File: config.mk
export PLATFORM = sky130hd
export DESIGN_NAME = fetch_queue
export DESIGN_NICKNAME = d
export VERILOG_FILES = /design/src/rtl/fetch_queue_pkg.sv /design/src/rtl/fetch_queue_mem.sv /design/src/rtl/fetch_queue.sv
export SDC_FILE = /design/constraint.sdc
export NUM_CORES = 1
export LEC_CHECK = 0
export BUFFER_PORTS_ARGS = -buffer_cell sky130_fd_sc_hd__buf_4
export CELL_PAD_IN_SITES_DETAIL_PLACEMENT = 1
export CELL_PAD_IN_SITES_GLOBAL_PLACEMENT = 1
export CORE_UTILIZATION = 40
export DETAILED_ROUTE_END_ITERATION = 8
export GPL_TIMING_DRIVEN = 1
export PLACE_DENSITY_LB_ADDON = 0.1
export SYNTH_ARGS = -nofsm -noshare
export SYNTH_HDL_FRONTEND = slang
export SYNTH_SLANG_ARGS = --single-unit
File: constraint.sdc
create_clock -name i_clk -period 3.6 [get_ports i_clk]
set_input_delay 0.18 -clock i_clk [delete_from_list [all_inputs] [get_ports i_clk]]
set_output_delay 0.18 -clock i_clk [all_outputs]
set_load 0.05 [all_outputs]
File: src/rtl/fetch_queue_pkg.sv
// Shared constants and helpers for the IF->ID fetch queue.
// Holds the NOP encoding and the per-cycle queue operation decode.
package fetch_queue_pkg;

    localparam int unsigned DATA_W_DEFAULT = 32;
    localparam logic [31:0] NOP_INSTR      = 32'h0000_0000;

    typedef enum logic [1:0] {
        OpNone  = 2'b00,
        OpWrite = 2'b01,
        OpRead  = 2'b10,
        OpBoth  = 2'b11
    } fq_op_e;

    function automatic fq_op_e decode_op(input logic write, input logic read);
        return fq_op_e'({read, write});
    endfunction

endpackage

File: src/rtl/fetch_queue_mem.sv
// Entry storage for the fetch queue: one synchronous write port, one
// asynchronous read port. Contents are deliberately not reset.
module fetch_queue_mem #(
    parameter int unsigned DEPTH  = 4,
    parameter int unsigned WIDTH  = 64,
    parameter int unsigned ADDR_W = $clog2(DEPTH)
) (
    input  logic              i_clk,
    input  logic              i_we,
    input  logic [ADDR_W-1:0] i_waddr,
    input  logic [WIDTH-1:0]  i_wdata,
    input  logic [ADDR_W-1:0] i_raddr,
    output logic [WIDTH-1:0]  o_rdata
);

    logic [WIDTH-1:0] r_mem [DEPTH];

    always_ff @(posedge i_clk) begin
        if (i_we) begin
            r_mem[i_waddr] <= i_wdata;
        end
    end

    assign o_rdata = r_mem[i_raddr];

endmodule

File: src/rtl/fetch_queue.sv
// In-order {instruction, PC+4} buffer between IF and ID with back-pressure
// toward IF and a flush that empties the queue on a taken branch or jump.
module fetch_queue
    import fetch_queue_pkg::*;
#(
    parameter int unsigned DEPTH  = 4,
    parameter int unsigned DATA_W = DATA_W_DEFAULT
) (
    input  logic                     i_clk,
    input  logic                     i_rst,
    input  logic                     i_if_valid,
    input  logic [DATA_W-1:0]        i_if_instruction,
    input  logic [DATA_W-1:0]        i_if_pci,
    output logic                     o_if_ready,
    input  logic                     i_flush,
    input  logic                     i_id_stall,
    output logic                     o_id_valid,
    output logic [DATA_W-1:0]        o_id_instruction,
    output logic [DATA_W-1:0]        o_id_pci,
    output logic [$clog2(DEPTH):0]   o_count
);

    localparam int unsigned PTR_W = $clog2(DEPTH);
    localparam int unsigned CNT_W = PTR_W + 1;
    localparam logic [CNT_W-1:0] FULL_CNT = CNT_W'(DEPTH);

    logic [PTR_W-1:0]    r_wr_ptr;
    logic [PTR_W-1:0]    r_rd_ptr;
    logic [CNT_W-1:0]    r_count;

    logic                w_full;
    logic                w_empty;
    logic                w_if_ready;
    logic                w_write;
    logic                w_read;
    fq_op_e              w_op;
    logic [CNT_W-1:0]    w_count_next;
    logic [2*DATA_W-1:0] w_wdata;
    logic [2*DATA_W-1:0] w_rdata;

    assign w_full  = (r_count == FULL_CNT);
    assign w_empty = (r_count == '0);

    // Ready depends on state only; a read while full does not open a slot this cycle.
    assign w_if_ready = ~i_rst & ~w_full;
    assign w_write    = i_if_valid & w_if_ready & ~i_flush;
    assign w_read     = ~w_empty & ~i_id_stall & ~i_flush;
    assign w_op       = decode_op(w_write, w_read);

    always_comb begin
        w_count_next = r_count;
        unique case (w_op)
            OpWrite: w_count_next = r_count + 1'b1;
            OpRead:  w_count_next = r_count - 1'b1;
            OpBoth:  w_count_next = r_count;
            OpNone:  w_count_next = r_count;
            default: w_count_next = r_count;
        endcase
    end

    always_ff @(posedge i_clk or posedge i_rst) begin
        if (i_rst) begin
            r_wr_ptr <= '0;
            r_rd_ptr <= '0;
            r_count  <= '0;
        end else if (i_flush) begin
            r_wr_ptr <= '0;
            r_rd_ptr <= '0;
            r_count  <= '0;
        end else begin
            if (w_write) begin
                r_wr_ptr <= r_wr_ptr + 1'b1;
            end
            if (w_read) begin
                r_rd_ptr <= r_rd_ptr + 1'b1;
            end
            r_count <= w_count_next;
        end
    end

    assign w_wdata = {i_if_instruction, i_if_pci};

    fetch_queue_mem #(
        .DEPTH  (DEPTH),
        .WIDTH  (2 * DATA_W),
        .ADDR_W (PTR_W)
    ) u_mem (
        .i_clk   (i_clk),
        .i_we    (w_write),
        .i_waddr (r_wr_ptr),
        .i_wdata (w_wdata),
        .i_raddr (r_rd_ptr),
        .o_rdata (w_rdata)
    );

    // Storage is never reset, so outputs are forced to constants when empty.
    assign o_if_ready       = w_if_ready;
    assign o_id_valid       = ~w_empty;
    assign o_id_instruction = w_empty ? DATA_W'(NOP_INSTR) : w_rdata[2*DATA_W-1:DATA_W];
    assign o_id_pci         = w_empty ? '0 : w_rdata[DATA_W-1:0];
    assign o_count          = r_count;

endmodule

==> key figures <==
GRT
  • Gr ovfl total: 0
  • Pin count of the biggest net entering global routing: 67
  • Vias in the first global route: 5800
  • First-pass GRT wire length: 32640 um
  • Gr usage total: 16.68%
  • Initial antenna violation count: 0

STA
  • Final Slew Violations: 0
  • Final Hold Viols: 0
  • Minimum clock period: 2.977 ns
  • Hold slack: 0.1007 ns
  • Fmax: 0.3359 GHz
  • Slew @ Worst Pin: 1.036 ns
  • Slew margin rel.: 30.96%
  • Final setup skew: 0.009805 ns
  • Setup TNS: 0 ns
  • Unrepaired setup endpoints after global routing: false
  • Endpoints failing setup: 0
  • Final period util: 82.69%

Floorplan
  • Row cnt: 57
  • Core area: 0.02460 mm2
  • Starting density of the core: 41.30%
  • Die Y: 161.4 um
  • Die area: 0.02605 mm2
  • Die Wd: 161.4 um
  • # IOs: 138

Final layout
  • Layout cells sized above 1: 36.82%
  • Layout Nets: 751
  • Non-filler cells, final: 1022
  • # diodes: 0
  • Area growth syn-to-layout: 28.59%
  • Fillers: 2222

Route
  • DR pass1 iterations: 4
  • Drt initial violations: 244
  • DRT antenna net count: 0
  • DRC: 0
  • WL/cell: 20.51 um
  • Via count: 5112
  • Vias/cell: 5.002
  • Routed wire length: 20960 um

Synth
  • Number of synthesized flops with an enable pin: 256
  • Flops & latches, synth: 263
  • Largest cells by area after synthesis: edfxtp_1 (76%), mux4_2 (14%), and2_1 (4.2%)
  • Most used DFF post-synth: edfxtp_1
  • Synth top area share: 75.65%
  • Ys Warns: 0
  • Post-Syn Area: 0.01016 mm2
  • Synth async-reset ratio: 2.662%
  • Syn avg cell area: 22.29 um2
  • Largest area contributor in the netlist: edfxtp_1
  • Register area share after synthesis: 77.37%
  • Post-synthesis cell count: 456
  • Mapped Nets: 531
  • Yosys cell types: 26

Clocking
  • CTS tree: yes
  • Worst-Skew Late Latency: 0.53 ns
  • H-tree depth: 1
  • Clock tree root buffer cell: clkbuf_16
  • Clk slew on worst S/H paths: 0.06 ns
  • Num Clock Sinks: 263
  • Total CTS buffers: 29
  • Post-CTS setup buffer count: 0
  • Clock Path Buffers: 3

Worst setup path
  • Crit Path Class: flip-flop to primary output
  • Critical Path Source: r_rd_ptr[0]$_DFFE_PP0P_
  • Critical Path Start Type: flip-flop
  • Bufs and invs on worst path: 2
  • Crit path max-delay family: flip-flops
  • CP peak stage delay: 0.97 ns
  • Required time of the critical path: 3.42 ns
  • Slowest-stage cell, CP: dfrtp_4
  • Crit. End Element: primary output
  • Worst reg2reg startpoint: o_count[2]$_DFFE_PP0P_
  • Cell Chain, Critical Path: buf_12 > mux4_2 > and2_1 > buf_4
  • CP arrival: 2.80 ns
  • Crit Path Max Fanout: 39

Outcome
  • Status: finished clean

Job
  • Max-cap check violation count: 0

Pwr
  • Static Leak: 0.004489 uW
  • Pwr dens: 519.5 mW/mm2
  • Worst vdd ir: 0.0003959 V
  • Design Power: 6789 uW

Placement
  • Dpl hpwl: 11820 um
  • Port Buffers: 137
  • GPL Wtd Cong: 0.7047
  • Cell Count Post-Placement: 902

Hold path
  • Hold Crit Start: i_if_valid
  • Hold Path Class: primary input to flip-flop
## where the power goes
group / leakage (uW) / switching, uW / internal (uW)
sequential: 0.00240 / 38.3 / 3410
clock: 0.000410 / 1110 / 1480
combinational: 0.00167 / 445 / 313
total: 0.00449 / 1590 / 5200
## flip-flops by register name, indices dropped and copies added, names as in the netlist
signal and cells:
u_mem.r_mem 256, r_rd_ptr 2, o_count 3, r_wr_ptr 2
## synth_stat cells (3+ instances only)
cell type,count
edfxtp_1,256
and2_1,68
mux4_2,64
clkbuf_1,10
dfrtp_1,7
buf_2,5
ha_1,5
inv_1,5
nor2_1,5
a21oi_1,3
buf_4,3
nand2b_1,3
o21ai_0,3
or3_1,3
## layout make-up
class                      count  area [um2]  area share [%]
clock buffer                  40       767.0           5.869
multi-input combinational    165        2133           16.33
sequential                   263        7870           60.23
tap                          324       405.4           3.102
timing repair buffer         212        1809           13.85
inverter                       5       18.77          0.1436
clock inverter                13       63.81          0.4883
## path summary, 6_finish.rpt
check	end	slack [ns]	depth (start not counted)
max in group asynchronous	r_rd_ptr[0]$_DFFE_PP0P_	3.14	3
min	r_wr_ptr[1]$_DFFE_PP0P_	0.10	3
max	o_id_pci[11]	0.62	4
min in group asynchronous	r_wr_ptr[1]$_DFFE_PP0P_	0.20	3
max reg2reg	o_count[2]$_DFFE_PP0P_	0.87	8
min reg2reg	r_wr_ptr[1]$_DFFE_PP0P_	0.63	2
## layout by cell type (no fill, tap or decap), types with 3 or more instances in the layout
master,synthesis,routed
a21oi_1,3,3
edfxtp_1,256,256
and2_4,0,4
and2_1,68,64
nor2_1,5,5
dlygate4sd3_1,0,67
mux4_2,64,64
or3_1,3,3
ha_1,5,5
buf_4,3,141
buf_12,1,4
dfrtp_1,7,5
o21ai_0,3,3
clkbuf_1,10,11
clkbuf_16,0,29
nand2b_1,3,3
clkinv_1,0,3
clkinv_2,0,9
inv_1,5,4
## worst register-to-register path, stage by stage (launching register included)
cell and delay (ns):
dfrtp_1 0.43, nor3b_1 0.19, nor4b_1 0.66, inv_1 0.10, ha_1 0.25, fa_1 0.39, xnor2_1 0.15, or3_1 0.33
a21oi_1 0.15
## repair_timing
item,in CTS,in global routing
endpoints found under the hold margin,269,0
gates resized for setup,0,0
hold buffers,67,0
setup endpoints to repair,0,0
## through the flow
step / area (um2) / utilization [%] / worst slack, ns
2_1_floorplan: 10160 / - / 0.2711
3_3_place_gp: 11570 / 47.01 / 0.9907
3_5_place_dp: 11570 / 47.01 / 0.8595
4_1_cts: 13070 / 53.11 / 0.5017
5_1_grt: 13070 / 53.11 / 0.3865
6_report: 13070 / 53.11 / 0.6233
## layer usage
layer / track usage (%) / up-vias / part of all wire (%)
met5: 0 / - / 0
met4: 4.331 / 0 / 2.3
met3: 3.159 / 40 / 4.2
met2: 30.41 / 128 / 52
met1: 20.25 / 2654 / 41
li1: - / 2290 / -
## kinds of logic after synthesis
logic type	after synthesis	synth area share (%)
XOR/XNOR	2	0.1724
multiplexers	67	14.49
adder cells (fa/ha/maj)	6	0.8126
flip-flops	263	77.37
AO/OA/AOI/OAI	6	0.2954
buffers and inverters	28	1.736
AND/OR/NAND/NOR	84	5.122
Note: power is estimated with default switching activity, not from simulation.
